## src/rtl/core_ctrl_if.sv

```systemverilog
// Host/core-facing bundle of core_ctrl: start handshake, layer configuration, OFIFO status in;
// 34-bit core instruction word and layer status out.
interface core_ctrl_if #(
  parameter int addr_w = 11,
  parameter int len_w  = 11,
  parameter int tile_w = 4
);
  localparam int inst_w = 2 * addr_w + 12;

  logic              start;
  logic [addr_w-1:0] cfg_w_base;
  logic [addr_w-1:0] cfg_x_base;
  logic [addr_w-1:0] cfg_p_base;
  logic [len_w-1:0]  cfg_nij;
  logic [tile_w-1:0] cfg_tiles;
  logic              cfg_acc;
  logic              ofifo_valid;
  logic [inst_w-1:0] inst;
  logic              busy;
  logic              done;

  modport master (
    output start, cfg_w_base, cfg_x_base, cfg_p_base, cfg_nij, cfg_tiles, cfg_acc, ofifo_valid,
    input  inst, busy, done
  );

  modport slave (
    input  start, cfg_w_base, cfg_x_base, cfg_p_base, cfg_nij, cfg_tiles, cfg_acc, ofifo_valid,
    output inst, busy, done
  );
endinterface

```

## src/rtl/core_ctrl.sv

```systemverilog
// Weight-stationary layer sequencer: per tile fetch/load weights, fetch/execute activations, drain OFIFO to pmem.
// inst is registered one cycle behind the FSM state except ofifo_rd, which follows ofifo_valid so OREAD stalls instantly.
module core_ctrl #(
  parameter int row    = 8,
  parameter int col    = 8,
  parameter int addr_w = 11,
  parameter int len_w  = 11,
  parameter int tile_w = 4,
  parameter int FLUSH  = 8
) (
  input logic       clk,
  input logic       reset,
  core_ctrl_if.slave bus
);

  typedef struct packed {
    logic              acc;
    logic              cen_p;
    logic              wen_p;
    logic [addr_w-1:0] a_p;
    logic              cen_x;
    logic              wen_x;
    logic [addr_w-1:0] a_x;
    logic              ofifo_rd;
    logic              ififo_wr;
    logic              ififo_rd;
    logic              l0_rd;
    logic              l0_wr;
    logic              execute;
    logic              load;
  } inst_t;

  typedef enum logic [3:0] {
    IDLE, WL0, WLOAD, WGAP, XL0, EXEC, DRAIN, OREAD, NEXT, DONE
  } state_t;

  localparam inst_t IDLE_WORD = '{cen_p: 1'b1, wen_p: 1'b1, cen_x: 1'b1, wen_x: 1'b1, default: '0};
  localparam logic [len_w-1:0]  COL_K    = len_w'(col);
  localparam logic [len_w-1:0]  COL_LAST = len_w'(col - 1);
  localparam logic [len_w-1:0]  GAP_LAST = len_w'(FLUSH - 1);
  localparam logic [addr_w-1:0] COL_A    = addr_w'(col);

  if (row < 1 || col < 1 || FLUSH < 1) begin : g_bad_param
    $error("core_ctrl: row, col and FLUSH must be at least 1");
  end

  state_t            state;
  logic [len_w-1:0]  k;
  logic [len_w-1:0]  o;
  logic [len_w-1:0]  nij;
  logic [tile_w-1:0] t;
  logic [tile_w-1:0] tiles;
  logic [addr_w-1:0] w_row;
  logic [addr_w-1:0] x_base;
  logic [addr_w-1:0] p_base;
  logic              acc_en;
  logic              busy_q;
  logic              done_q;
  logic              rd;
  inst_t             inst_d;
  inst_t             inst_q;
  inst_t             inst_o;

  always_comb rd = (state == OREAD) && bus.ofifo_valid && (o != nij);

  // Word for the next cycle; the xmem read and the matching l0_wr one cycle later come from the same counter.
  always_comb begin
    inst_d = IDLE_WORD;
    case (state)
      WL0: begin
        if (k < COL_K) begin
          inst_d.cen_x = 1'b0;
          inst_d.a_x   = w_row + addr_w'(k);
        end
        inst_d.l0_wr = (k != '0);
      end
      WLOAD: begin
        inst_d.l0_rd = 1'b1;
        inst_d.load  = 1'b1;
      end
      XL0: begin
        if (k < nij) begin
          inst_d.cen_x = 1'b0;
          inst_d.a_x   = x_base + addr_w'(k);
        end
        inst_d.l0_wr = (k != '0);
      end
      EXEC: begin
        inst_d.l0_rd   = 1'b1;
        inst_d.execute = 1'b1;
      end
      default: ;
    endcase
    if (rd) begin
      inst_d.cen_p = 1'b0;
      inst_d.wen_p = 1'b0;
      inst_d.a_p   = p_base + addr_w'(o);
      inst_d.acc   = acc_en && (t != '0);
    end
  end

  always_comb begin
    inst_o          = inst_q;
    inst_o.ofifo_rd = inst_q.ofifo_rd | rd;
  end

  assign bus.inst = inst_o;
  assign bus.busy = busy_q;
  assign bus.done = done_q;

  always_ff @(posedge clk or negedge reset) begin
    if (!reset) begin
      state  <= IDLE;
      k      <= '0;
      o      <= '0;
      t      <= '0;
      nij    <= '0;
      tiles  <= '0;
      w_row  <= '0;
      x_base <= '0;
      p_base <= '0;
      acc_en <= 1'b0;
      inst_q <= IDLE_WORD;
      busy_q <= 1'b0;
      done_q <= 1'b0;
    end else begin
      inst_q <= inst_d;
      busy_q <= (state != IDLE);
      done_q <= (state == DONE);
      case (state)
        IDLE: begin
          if (bus.start) begin
            w_row  <= bus.cfg_w_base;
            x_base <= bus.cfg_x_base;
            p_base <= bus.cfg_p_base;
            nij    <= bus.cfg_nij;
            tiles  <= bus.cfg_tiles;
            acc_en <= bus.cfg_acc;
            t      <= '0;
            k      <= '0;
            o      <= '0;
            state  <= (bus.cfg_nij == '0 || bus.cfg_tiles == '0) ? DONE : WL0;
          end
        end
        WL0: begin
          if (k == COL_K) begin
            k     <= '0;
            state <= WLOAD;
          end else begin
            k <= k + 1'b1;
          end
        end
        WLOAD: begin
          if (k == COL_LAST) begin
            k     <= '0;
            state <= WGAP;
          end else begin
            k <= k + 1'b1;
          end
        end
        WGAP: begin
          if (k == GAP_LAST) begin
            k     <= '0;
            state <= XL0;
          end else begin
            k <= k + 1'b1;
          end
        end
        XL0: begin
          if (k == nij) begin
            k     <= '0;
            state <= EXEC;
          end else begin
            k <= k + 1'b1;
          end
        end
        EXEC: begin
          if (k == nij - 1'b1) begin
            k     <= '0;
            state <= DRAIN;
          end else begin
            k <= k + 1'b1;
          end
        end
        DRAIN: begin
          o <= '0;
          if (bus.ofifo_valid) state <= OREAD;
        end
        OREAD: begin
          // o reaches nij on the last read; its pmem write is on inst this cycle.
          if (o == nij) state <= NEXT;
          else if (rd) o <= o + 1'b1;
        end
        NEXT: begin
          t     <= t + 1'b1;
          w_row <= w_row + COL_A;
          o     <= '0;
          state <= (t + tile_w'(1) == tiles) ? DONE : WL0;
        end
        DONE: state <= IDLE;
        default: state <= IDLE;
      endcase
    end
  end

endmodule

```

## src/flat_wrapper.sv

```systemverilog
// flat-port wrapper written by rule: the top's interface ports become plain ports
module core_ctrl_flat 
#(
  parameter int row    = 8,
  parameter int col    = 8,
  parameter int addr_w = 11,
  parameter int len_w  = 11,
  parameter int tile_w = 4,
  parameter int FLUSH  = 8
)
  (clk, reset, bus_start, bus_cfg_w_base, bus_cfg_x_base, bus_cfg_p_base, bus_cfg_nij, bus_cfg_tiles, bus_cfg_acc, bus_ofifo_valid, bus_inst, bus_busy, bus_done);
  core_ctrl_if #(.addr_w(addr_w), .len_w(len_w), .tile_w(tile_w)) bus_i ();
  input logic clk;
  input logic reset;
  input wire logic [$bits(bus_i.start)-1:0] bus_start;
  input wire logic [$bits(bus_i.cfg_w_base)-1:0] bus_cfg_w_base;
  input wire logic [$bits(bus_i.cfg_x_base)-1:0] bus_cfg_x_base;
  input wire logic [$bits(bus_i.cfg_p_base)-1:0] bus_cfg_p_base;
  input wire logic [$bits(bus_i.cfg_nij)-1:0] bus_cfg_nij;
  input wire logic [$bits(bus_i.cfg_tiles)-1:0] bus_cfg_tiles;
  input wire logic [$bits(bus_i.cfg_acc)-1:0] bus_cfg_acc;
  input wire logic [$bits(bus_i.ofifo_valid)-1:0] bus_ofifo_valid;
  output wire logic [$bits(bus_i.inst)-1:0] bus_inst;
  output wire logic [$bits(bus_i.busy)-1:0] bus_busy;
  output wire logic [$bits(bus_i.done)-1:0] bus_done;
  assign bus_i.start = bus_start;
  assign bus_i.cfg_w_base = bus_cfg_w_base;
  assign bus_i.cfg_x_base = bus_cfg_x_base;
  assign bus_i.cfg_p_base = bus_cfg_p_base;
  assign bus_i.cfg_nij = bus_cfg_nij;
  assign bus_i.cfg_tiles = bus_cfg_tiles;
  assign bus_i.cfg_acc = bus_cfg_acc;
  assign bus_i.ofifo_valid = bus_ofifo_valid;
  assign bus_inst = bus_i.inst;
  assign bus_busy = bus_i.busy;
  assign bus_done = bus_i.done;
  core_ctrl #(.row(row), .col(col), .addr_w(addr_w), .len_w(len_w), .tile_w(tile_w), .FLUSH(FLUSH)) u_core (.clk(clk), .reset(reset), .bus(bus_i));
endmodule
```

## config.mk

```make
export PLATFORM = sky130hd
export DESIGN_NAME = core_ctrl_flat
export DESIGN_NICKNAME = d
export VERILOG_FILES = /design/src/rtl/core_ctrl_if.sv /design/src/rtl/core_ctrl.sv /design/src/flat_wrapper.sv
export SDC_FILE = /design/constraint.sdc
export NUM_CORES = 1
export LEC_CHECK = 0
export BUFFER_PORTS_ARGS = -buffer_cell sky130_fd_sc_hd__buf_4
export CORE_MARGIN = 1
export CORE_UTILIZATION = 54
export CTS_CLUSTER_SIZE = 16
export DETAILED_ROUTE_END_ITERATION = 10
export GPL_ROUTABILITY_DRIVEN = 0
export GPL_TIMING_DRIVEN = 0
export PLACE_DENSITY = 0.75
export SYNTH_ARGS = -nofsm -noshare
export SYNTH_HDL_FRONTEND = slang
export SYNTH_SLANG_ARGS = --single-unit
```

## constraint.sdc

```tcl
create_clock -name clk -period 7.4 [get_ports clk]
set_clock_uncertainty 0.05 [all_clocks]
set_input_delay 0.37 -clock clk [delete_from_list [all_inputs] [get_ports clk]]
set_output_delay 0.37 -clock clk [all_outputs]
set_load 0.01 [all_outputs]
```

# Yosys cells after proc, flatten, opt, wreduce, memory -nomap -nowiden
# Cells that the tools add are included.
[word_totals]
regBits = 111
output_inout_bits = 36
in_bits = 53
[classes]
muxes = 35
n_lt_le_gt_ge = 2
reduce_logical = 22
eq_ne = 26
n_addsub = 8
[op_table]
columns = ["operator", "count"]
rows = [
  ["$mux W11", 10],
  ["$pmux W11 S5", 1],
  ["$mux W4", 11],
  ["$pmux W11 S2", 2],
  ["$pmux W4 S9", 1],
  ["$add A11 B11 Y11", 3],
  ["$eq A11 B11 Y1", 3],
  ["$pmux W11 S3", 1],
  ["$add A11 B1 Y11 const B", 2],
  ["$eq A4 B3 Y1 const B", 4],
  ["$mux W14", 1],
  ["$ne A2 B1 Y1 const B", 6],
  ["$add A11 B4 Y11 const B", 1],
  ["$eq A11 B3 Y1 const B", 1],
  ["$eq A11 B4 Y1 const B", 1],
  ["$logic_not A11 Y1", 1],
  ["$lt A11 B11 Y1", 1],
  ["$lt A11 B4 Y1 const B", 1],
  ["$ne A11 B11 Y1", 1],
  ["$reduce_bool A11 Y1", 1],
  ["$sub A11 B1 Y11 const B", 1],
  ["$eq A4 B2 Y1 const B", 2],
  ["$eq A4 B4 Y1 const B", 2],
  ["$logic_not A4 Y1", 2],
  ["other kinds (17)", 33],
]

# Longest topological paths before layout
# Gate-level depths: netlist (run 1).
[logic_depth]
depth_word = 6
depth_mapped = 11
depth_no_buf = 10

# Worst setup path after synthesis (run 1)
# Ideal clock, no wire load.
[synth_path]
kind = "reg2reg"
from = "register u_core.nij[1]"
to = "register u_core.state[0]"
required_ns = 7.271
setup_ns = 0.079
slack_ns = 4.881
t_arrival_ns = 2.390
n_path_buf = 0
stages_incl_launch_ff = 10
cell_sequence = "dfrtp_1 inv_1 ha_1 nor4b_4 nand2_2 or4_1 a21oi_2 o211ai_4 a211oi_4 mux2i_1"
[synth_via]
elab_chain_cells = 4
word_cells_on_any_way = 8
classes_between = "add/sub (1); eq/ne (6); reduce/logical (1)"
[synth_lines]
columns = ["item", "line", "rtl"]
rows = [
  ["from (decl)", "core_ctrl.sv:50", "logic [len_w-1:0] nij;"],
  ["from (signal assigned)", "core_ctrl.sv:136", "nij <= bus.cfg_nij;"],
  ["$sub A11 B1 Y11", "core_ctrl.sv:178", "if (k == nij - 1'b1) begin"],
  ["$eq A11 B11 Y1", "core_ctrl.sv:178", ""],
  ["$ne A2 B1 Y1 (no source line)", "n/a", ""],
  ["$reduce_and A8 Y1 (no source line) *", "n/a", ""],
  ["to (signal assigned)", "core_ctrl.sv:142", "state <= (bus.cfg_nij == '0 || bus.cfg_tiles == '0) ? DONE : WL0;"],
  ["to (signal assigned)", "core_ctrl.sv:198", "state <= (t + tile_w'(1) == tiles) ? DONE : WL0;"],
  ["to (decl)", "core_ctrl.sv:47", "state_t state;"],
]
# Every way passes the cells marked *; elsewhere a longest branch is shown, timed or not.
# A chain may end at the register's enable or synchronous reset.

# Worst setup path in the final report (run 1)
[layout_path]
from = "register u_core.nij[0]"
to = "register u_core.k[10]"
[layout_via]
elab_chain_cells = 4
word_cells_on_any_way = 6
classes_between = "add/sub (1); eq/ne (2); mux (3)"
[layout_lines]
columns = ["item", "line", "rtl"]
rows = [
  ["$sub A11 B1 Y11", "core_ctrl.sv:178", ""],
  ["$eq A11 B11 Y1", "core_ctrl.sv:178", ""],
  ["$mux W11", "core_ctrl.sv:178", ""],
  ["$pmux W11 S5 *", "core_ctrl.sv:130", "case (state)"],
  ["to (signal assigned)", "core_ctrl.sv:150", "k <= k + 1'b1;"],
  ["to (signal assigned)", "core_ctrl.sv:174", "k <= k + 1'b1;"],
  ["to (signal assigned)", "core_ctrl.sv:182", "k <= k + 1'b1;"],
  ["to (decl)", "core_ctrl.sv:48", "logic [len_w-1:0] k;"],
]
# Marked as above.

==> qor.txt, run 1 <==
area occupied by multi-input gates: 0.003830 mm^2
row count: 40
via count: 6216
number of global-route vias before repair: 5881
dpl hpwl: 13940 um
synthesized area per cell: 8.722 um^2
Syn Inst Count: 789
met1 WL: 8029 um
mux contribution to synthesized area: 0.1455%
GRT overflow: 0
Critical Path Fanout Max: 8
maximum VDD drop: 142.9 uV
f_max: 0.3328 GHz
core region area: 0.01221 mm^2
WP data required: 7580 ps
Inst Count DP: 1043
Worst slew margin: 54.70%
Starting Density: 56.35%
initial antenna violation count: 0
Post-synth EDFFs: 0
1st-pass router iterations: 5
CP startpoint kind: flop
Final Setup Violations: 0
Crit Path Class: reg2reg
prevailing post-synth register cell: dfrtp_1
root buffer cell: clkbuf_16
Synth warnings: 0
DR WL met3: 1366 um
Met2 Wirelength: 8641 um
Routed WL: 18440 um
Hold Vio Cnt, Final: 0
Clock Tree Buf Depth: 2
status: completed
cell taking the most area after synthesis: dfrtp_1
remaining antenna violation count after routing: 0
clk_lat worst skew: 360 ps
post-synthesis register bit count: 110
Final Non-Filler Cells: 1060
CTS tree: yes
Reg area: 0.002755 mm^2
Max Cap Viol: 0
largest family of logic cells by synthesized area: simple AND/OR/NAND/NOR gates
clock-pin slew on the worst setup and hold paths: 80 ps
first-pass GRT wire length: 29710 um
crit path DAT: 3180 ps
Tcrit/Tclk final: 40.60%
# DRC: 0
Die ar.: 0.01320 mm^2
highest routed layer: met4
CP Capture Type: flop
largest net degree at the start of global routing: 111
IO Count: 89
WL per Instance: 17.40 um
unrepaired setup endpoints after global routing: no
Simple-Gate Fraction of Synth Area: 22.62%
Compound-Gate Fraction of Synth Area: 15.62%
Final Max Tran Viols: 0
die extent in x: 114.9 um
Synth area leaders: dfrtp_1, ha_1, nand2_1
Lkg Pwr: 3.931 nW
Fillers: 1078
Synth cell types: 66
fin crit period: 3005 ps
die height: 114.9 um
all-layer global routing usage: 29.32%
setup TNS: 0 ps
Antenna Cells: 0
DR vias/cell: 5.864
Post-Synth XOR/XNOR Area: 7.509%
Yosys top cell area share: 39.27%
share of layout cells above drive strength 1: 14.35%
sequential area share after synthesis: 40.04%
# nets final: 992
Post-Syn Area: 0.006882 mm^2
Tot Pwr: 1.134 mW
# Post-CTS Setup Buffers: 0
H-tree depth: 3
Clock Sinks: 110
ys async rst share: 100.0%
CTS Buf Count: 9
First DRT Iteration DRCs: 618
worst slew pin tran: 679.5 ps
adder-cell area share of the yosys netlist: 9.600%
area growth from synthesis to final layout: 17.18%
Min-Delay Path Class: in2reg
input/output buffers: 85
P per Cell Area: 140.6 mW/mm^2
==> registers in the layout (all words and copies together) (netlist names) <==
name and count:
u_core.t 4, u_core.tiles 4, u_core.p_base 11, u_core.nij 11, u_core.bus.busy 1, u_core.acc_en 1, u_core.state 4, u_core.x_base 11
u_core.bus.done 1, u_core.w_row 11, u_core.bus.inst 29, u_core.o 11, u_core.k 11
==> repair_timing <==
action | in CTS | in global routing
hold buffers | 0 | 1
hold endpoints to repair | 0 | 45
resized for setup | 0 | 0
==> layer usage <==
metal  up-vias  track usage (%)
li1       2947                -
met1      2974            39.26
met2       259            47.67
met3        36            6.273
met4         0            9.264
met5         -                0
==> worst max-delay path, cell delays in order, from the launching register on <==
cell	delay, ps
dfrtp_1	490
inv_1	90
ha_1	250
nor4b_4	160
and2_1	190
or4_1	480
a31oi_1	350
o211ai_4	210
a21oi_2	430
o211ai_1	160
==> metrics by stage <==
stage / setup slack [ps] / utilization, % / instance area (um^2) / hold slack (ps)
3_3_place_gp: 4507 / 63.33 / 7734 / 407.5
3_5_place_dp: 4450 / 63.33 / 7734 / 413.1
5_1_grt: 4261 / 66.03 / 8064 / 137.6
4_1_cts: 4448 / 65.70 / 8023 / 135.1
6_report: 4396 / 66.03 / 8064 / 142.8
2_1_floorplan: 4881 / - / 6885 / 24.41
==> cells in the mapped netlist (all sizes together), types with 6 or more instances <==
| master | count |
|---|---|
| o21ai | 52 |
| or4 | 8 |
| o22ai | 14 |
| xor2 | 32 |
| dfrtp | 108 |
| nand2b | 6 |
| inv | 35 |
| nand2 | 156 |
| clkbuf | 23 |
| and3 | 12 |
| nor4 | 11 |
| xnor2 | 27 |
| and2 | 9 |
| o211ai | 8 |
| buf | 13 |
| nor3 | 17 |
| nand4 | 7 |
| nand3 | 25 |
| a21oi | 30 |
| o31ai | 6 |
| a21o | 7 |
| ha | 48 |
| nor2 | 58 |
| nor2b | 8 |
==> path summary, 6_finish.rpt <==
check	to	startpoint	cells past startpoint	slack [ps]
max	u_core.k[10]	u_core.nij[0]	9	4400
min	u_core.x_base[7]	bus_cfg_x_base[7]	3	140
max reg2reg	u_core.k[10]	u_core.nij[0]	9	4400
min reg2reg	u_core.acc_en	u_core.acc_en	2	440
max in group asynchronous	u_core.bus.inst[32]	reset	3	6140
min in group asynchronous	u_core.w_row[8]	reset	2	440
==> logic make-up after synthesis <==
family,count (synthesis)
xor+xnor,59
buf+inv,71
compound gates,162
simple gates,333
mux,1
fa+ha+maj,51
other cells,2
flops,110
==> cell type report <==
type | count | share of cell area (%)
repair buffers | 87 | 8.425
clock buffers | 10 | 2.839
clock inverters | 5 | 0.7448
multi-input cells | 609 | 47.49
well taps | 168 | 2.607
plain buffers | 36 | 2.095
flip-flops and latches | 110 | 34.17
inverters | 35 | 1.629
==> power by group <==
group          internal (mW)  total [mW]  switching, mW
Combinational         0.0212      0.0418         0.0207
Clock                  0.262       0.491          0.229
Sequential             0.601       0.601              0
Total                  0.884        1.13          0.250
==> cells in the final DEF (no fill, tap or decap), types with 8 or more instances in the layout <==
master	count
nor2b_1	8
nand3_1	25
or4_1	8
xor2_1	32
and3_1	12
and2_1	9
clkbuf_1	24
buf_4	90
inv_1	34
a21oi_1	28
nor2_1	58
dfrtp_1	108
nor3_1	17
o21ai_0	50
clkbuf_16	9
nand2_1	155
xnor2_1	27
ha_1	48
o22ai_1	14
nor4_1	9
No activity file was read; power rests on OpenSTA's default activity.
==> inputs of run 2 (changes only) <==
==> constraint.sdc (replaced) <==
create_clock -name clk -period 3.1 [get_ports clk]
set_clock_uncertainty 0.05 [all_clocks]
set_input_delay 0.155 -clock clk [delete_from_list [all_inputs] [get_ports clk]]
set_output_delay 0.155 -clock clk [all_outputs]
set_load 0.01 [all_outputs]
==> qor.txt, run 2 (synthesis results as in run 1) <==
status: completed
Routed WL: 19220 um (+4.2%)
share of layout cells above drive strength 1: 13.86% (-0.49 points)
Hold Vio Cnt, Final: 0 (unchanged)
remaining antenna violation count after routing: 0 (unchanged)
Crit Path Class: reg2reg
largest net degree at the start of global routing: 111 (unchanged)
maximum VDD drop: 337.6 uV (+140%)
Max Cap Viol: 0 (unchanged)
CP cell instances: inv_1 > ha_1 > nor4b_4 > and2_1 > or4_1 > a31oi_1 > o211ai_4 > a211oi_4 > mux2i_1
CP startpoint kind: flop
crit-path leading delay family: compound AO/OA/AOI/OAI gates
core region area: 0.01221 mm^2 (unchanged)
P per Cell Area: 324.8 mW/mm^2 (+130%)
unrepaired setup endpoints after global routing: no
Worst slew margin: 55.43% (+0.73 points)
max FFs per register: 29 (unchanged)
IO Count: 89 (unchanged)
H-tree depth: 3 (unchanged)
most common cell after layout, fill and taps aside: nand2_1
clock-pin slew on the worst setup and hold paths: 70 ps (about the same)
Lkg Pwr: 4.096 nW (+4.2%)
WL per Instance: 17.48 um (+0.49%)
row count: 40 (unchanged)
CTS tree: yes
number of global-route vias before repair: 6241 (+6.1%)
first-pass GRT wire length: 31140 um (+4.8%)
initial antenna violation count: 0 (unchanged)
GRT overflow: 0 (unchanged)
# Post-CTS Setup Buffers: 0 (unchanged)
worst slew pin tran: 668.6 ps (-10.92 ps)
Final Max Tran Viols: 0 (unchanged)
# DRC: 0 (unchanged)
CP Launch Point: u_core.nij[0]
Bufs and invs on worst path: 1 (unchanged)
Clock Sinks: 110 (unchanged)
Final Setup Violations: 0 (unchanged)
Antenna Cells: 0 (unchanged)
via count: 6424 (+3.3%)
Placed Instance Area: 0.007734 mm^2 (unchanged)
1st-pass router iterations: 6 (+1)
slowest stage delay, CP: 490 ps (about the same)
Starting Density: 56.35% (unchanged)
RR Startpoint: u_core.nij[0]
# nets final: 1031 (+3.9%)
fin crit period: 2961 ps (-43.30 ps)
cell area after layout: 0.008468 mm^2 (+5.0%)
First DRT Iteration DRCs: 619 (+0.16%)
slowest CP cell: dfrtp_1
Hold Crit Start: bus_cfg_nij[10]
crit path DAT: 3200 ps (+20 ps)
dpl hpwl: 13940 um (unchanged)
Tcrit/Tclk final: 95.52% (+55 points)
area growth from synthesis to final layout: 23.05%
CTS Buf Count: 9 (unchanged)
input/output buffers: 85 (unchanged)
Critical Path Fanout Max: 7 (-1)
CP Capture Type: flop
setup TNS: 0 ps (unchanged)
die height: 114.9 um (unchanged)
Min-Delay Path Class: in2reg
Min Hold Slack: 17.91 ps (-124.9 ps)
die extent in x: 114.9 um (unchanged)
f_max: 0.3377 GHz (+1.5%)
DR vias/cell: 5.845 (-0.32%)
WP data required: 3340 ps (-4240 ps)
Die ar.: 0.01320 mm^2 (unchanged)
root buffer cell: clkbuf_16
commonest non-fill, non-tap cells in the layout: nand2_1, dfrtp_1, buf_4
Clock Tree Buf Depth: 2 (unchanged)
all-layer global routing usage: 30.67% (+1.3 points)
clk_lat worst skew: 370 ps (about the same)
Fillers: 1022 (-5.2%)
[run 2: tightest hold or removal path, cell delays in order]
cell and delay, ps:
buf_4 110, nand2_1 50, o21ai_0 70
[run 2: layout make-up]
class	count	area, um^2	share of cell area (%)
buffer	36	168.9	1.995
multi-input combinational	609	3844	45.39
clock buffer	10	229.0	2.704
timing repair buffer	126	1070	12.63
inverter	35	131.4	1.551
sequential	110	2755	32.54
clock inverter	5	60.06	0.7092
tap	168	210.2	2.482
[run 2: path summary, 6_finish.rpt]
path,to,slack [ps],depth (start not counted)
hold reg to reg,u_core.acc_en,440,2
setup / recovery,u_core.state[0],140,9
max in group asynchronous,u_core.bus.inst[32],2040,3
min in group asynchronous,u_core.w_row[8],230,2
hold / removal,u_core.nij[10],20,3
setup reg to reg,u_core.state[0],140,9
[run 2: where the power goes]
part	internal [mW]	switching [mW]	leakage, nW	total (mW)
Sequential	1.43	0	1.39	1.43
Clock	0.626	0.548	0.139	1.17
Combinational	0.0826	0.0595	2.57	0.142
Total	2.14	0.608	4.10	2.75
[run 2: metrics by stage]
stage	util (%)	setup slack, ps	instances	total power, mW
floorplan	-	581.1	790	1.470
global placement	63.33	207.0	1043	1.556
detailed placement	63.33	149.6	1043	1.557
CTS	68.89	147.8	1097	2.754
global route	69.34	48.46	1099	2.821
finish	69.34	138.8	1099	2.750
[run 2: metal layers]
metal / part of all wire (%) / vias to the layer above / track usage [%]
met2: 47 / 277 / 50.16
met4: 2.6 / 0 / 11.60
met3: 7.7 / 45 / 6.747
li1: - / 3025 / -
met1: 42 / 3077 / 39.95
met5: 0 / - / 0
[run 2: what timing repair did]
item | in CTS | in global routing
resized for setup | 0 | 2
hold buffers | 39 | 1
hold endpoints to repair | 39 | 45
setup endpoints to repair | 0 | 5
==> inputs of run 3 (changes only) <==
--- a/config.mk
+++ b/config.mk
@@ -6,13 +6,15 @@
 export NUM_CORES = 1
 export LEC_CHECK = 0
 export BUFFER_PORTS_ARGS = -buffer_cell sky130_fd_sc_hd__buf_4
+export CELL_PAD_IN_SITES_DETAIL_PLACEMENT = 1
+export CELL_PAD_IN_SITES_GLOBAL_PLACEMENT = 1
 export CORE_MARGIN = 1
-export CORE_UTILIZATION = 54
+export CORE_UTILIZATION = 44
 export CTS_CLUSTER_SIZE = 16
 export DETAILED_ROUTE_END_ITERATION = 10
 export GPL_ROUTABILITY_DRIVEN = 0
 export GPL_TIMING_DRIVEN = 0
-export PLACE_DENSITY = 0.75
+export PLACE_DENSITY_LB_ADDON = 0.1
 export SYNTH_ARGS = -nofsm -noshare
 export SYNTH_HDL_FRONTEND = slang
 export SYNTH_SLANG_ARGS = --single-unit
==> qor.txt, run 3 (synthesis results as in run 1) <==
CP startpoint kind: flop
row count: 45 (+13%)
CTS tree: yes
remaining antenna violation count after routing: 0 (unchanged)
fin crit period: 2944 ps (-17.48 ps)
WL per Instance: 19.53 um (+12%)
IO Count: 89 (unchanged)
Critical Path Fanout Max: 10 (+3)
Clock Sinks: 110 (unchanged)
Placed Instance Area: 0.007815 mm^2 (+1.1%)
status: completed
Worst slew margin: 48.91% (-6.5 points)
r2r endpoint: u_core.state[0]
Sw Share: 23.20% (+1.1 points)
CTS Buf Count: 9 (unchanged)
Final Setup Violations: 0 (unchanged)
P_sw: 0.6592 mW (+8.5%)
Die ar.: 0.01614 mm^2 (+22%)
clock-pin slew on the worst setup and hold paths: 80 ps (about the same)
Tcrit/Tclk final: 94.96% (-0.56 points)
area growth from synthesis to final layout: 24.85%
worst r2r path cells: 8 (-1)
first-pass GRT wire length: 36430 um (+17%)
P per Cell Area: 330.7 mW/mm^2 (+1.8%)
root buffer cell: clkbuf_16
f_max: 0.3397 GHz (+0.59%)
Fillers: 1783 (+74%)
unrepaired setup endpoints after global routing: yes
Seq pwr share: 50.4% (-1.7 points)
worst slew pin tran: 760.5 ps (+91.92 ps)
via count: 6393 (-0.48%)
die height: 127.1 um (+11%)
crit path DAT: 3190 ps (about the same)
dpl hpwl: 16500 um (+18%)
First DRT Iteration DRCs: 263 (-58%)
1st-pass router iterations: 4 (-2)
CP Capture Type: flop
Hold Vio Cnt, Final: 0 (unchanged)
DR vias/cell: 5.579 (-4.6%)
most common cell after layout, fill and taps aside: nand2_1
Hold Crit Depth: 2 (-1)
# DRC: 0 (unchanged)
Reg area: 0.002755 mm^2 (unchanged)
input/output buffers: 85 (unchanged)
CP Launch Point: u_core.k[6]
Lkg Pwr: 4.133 nW (+0.91%)
share of layout cells above drive strength 1: 14.22% (+0.37 points)
die extent in x: 127.1 um (+11%)
combinational power share: 5.1% (about the same)
Min Hold Slack: 15.63 ps (-2.286 ps)
clk_lat worst skew: 370 ps (about the same)
max FFs per register: 29 (unchanged)
Routed WL: 22380 um (+16%)
all-layer global routing usage: 29.17% (-1.5 points)
WHS Endpoint: u_core.w_row[7]
maximum VDD drop: 263.7 uV (-22%)
clock power share: 44.4% (+1.7 points)
Min-Delay Path Class: in2reg
cell area after layout: 0.008592 mm^2 (+1.5%)
Clock Tree Buf Depth: 2 (unchanged)
Hold Crit Start: bus_cfg_w_base[7]
WP data required: 3350 ps (about the same)
GRT overflow: 0 (unchanged)
largest net degree at the start of global routing: 70 (-37%)
number of global-route vias before repair: 6929 (+11%)
# nets final: 1034 (+0.29%)
Crit Path Class: reg2reg
H-tree depth: 3 (unchanged)
Antenna Cells: 0 (unchanged)
initial antenna violation count: 0 (unchanged)
commonest non-fill, non-tap cells in the layout: nand2_1, dfrtp_1, buf_4
Starting Density: 45.10% (-11 points)
Final Max Tran Viols: 0 (unchanged)
area occupied by multi-input gates: 0.003860 mm^2 (+0.42%)
# Post-CTS Setup Buffers: 0 (unchanged)
R2R setup slack: 160 ps (+20 ps)
core region area: 0.01526 mm^2 (+25%)
Max Cap Viol: 0 (unchanged)
Internal Pwr Total: 2.183 mW (+1.9%)
RR Startpoint: u_core.k[6]
## run 3: worst max-delay path, stage by stage (launching register included)
cell and delay, ps:
dfrtp_1 500, clkbuf_2 260, or4_1 530, nor2_1 300
a31oi_1 140, a211o_1 330, buf_2 240, a211oi_4 310
mux2i_1 210
## run 3: layer usage
layer	up-vias	share of wire [%]	track usage, %
li1	3025	-	-
met1	3163	43	36.16
met2	163	51	51.91
met3	42	4.1	3.978
met4	0	2.6	10.43
met5	-	0	0
## run 3: layout make-up
| type | count | area share [%] |
|---|---|---|
| Buffer | 36 | 1.980 |
| Multi-Input combinational cell | 609 | 44.92 |
| Clock buffer | 10 | 2.781 |
| Timing Repair Buffer | 129 | 12.76 |
| Clock inverter | 6 | 0.8883 |
| Sequential cell | 110 | 32.07 |
| Tap cell | 211 | 3.073 |
| Inverter | 35 | 1.529 |
## run 3: repair_timing
item                                   CTS  global route
resized for setup                        0             7
hold buffers                            43             0
setup endpoints to repair                0            13
endpoints found under the hold margin   82             0
## run 3: through the flow
step | TNS, ps | std cells | utilization, % | power (mW) | worst slack [ps]
after global placement | 0 | 1086 | 51.04 | 1.558 | 111.1
after floorplan | 0 | 790 | - | 1.470 | 581.1
final | 0 | 1146 | 56.31 | 2.842 | 156.3
after detailed placement | 0 | 1087 | 51.22 | 1.565 | 60.53
after global routing | -26.25 | 1146 | 56.31 | 2.922 | -26.25
after CTS | 0 | 1146 | 56.11 | 2.871 | 37.24
## run 3: worst max-delay path by stage
stage	slack, ps	cells after the start	end
3_3_place_gp	110	9	u_core.k[10]
3_5_place_dp	60	8	u_core.k[10]
6_report	160	8	u_core.state[0]
2_1_floorplan	580	9	u_core.state[0]
4_1_cts	40	8	u_core.k[10]
5_1_grt	-30	9	u_core.k[10]
## run 3: power by group through the flow
stage | Combinational [mW] | Clock [mW] | Sequential [mW]
after detailed placement | 0.103 | 0 | 1.46
after CTS | 0.146 | 1.29 | 1.43
after global routing | 0.158 | 1.33 | 1.43
final | 0.145 | 1.26 | 1.43
after floorplan | 0.00717 | 0 | 1.46
after global placement | 0.0961 | 0 | 1.46
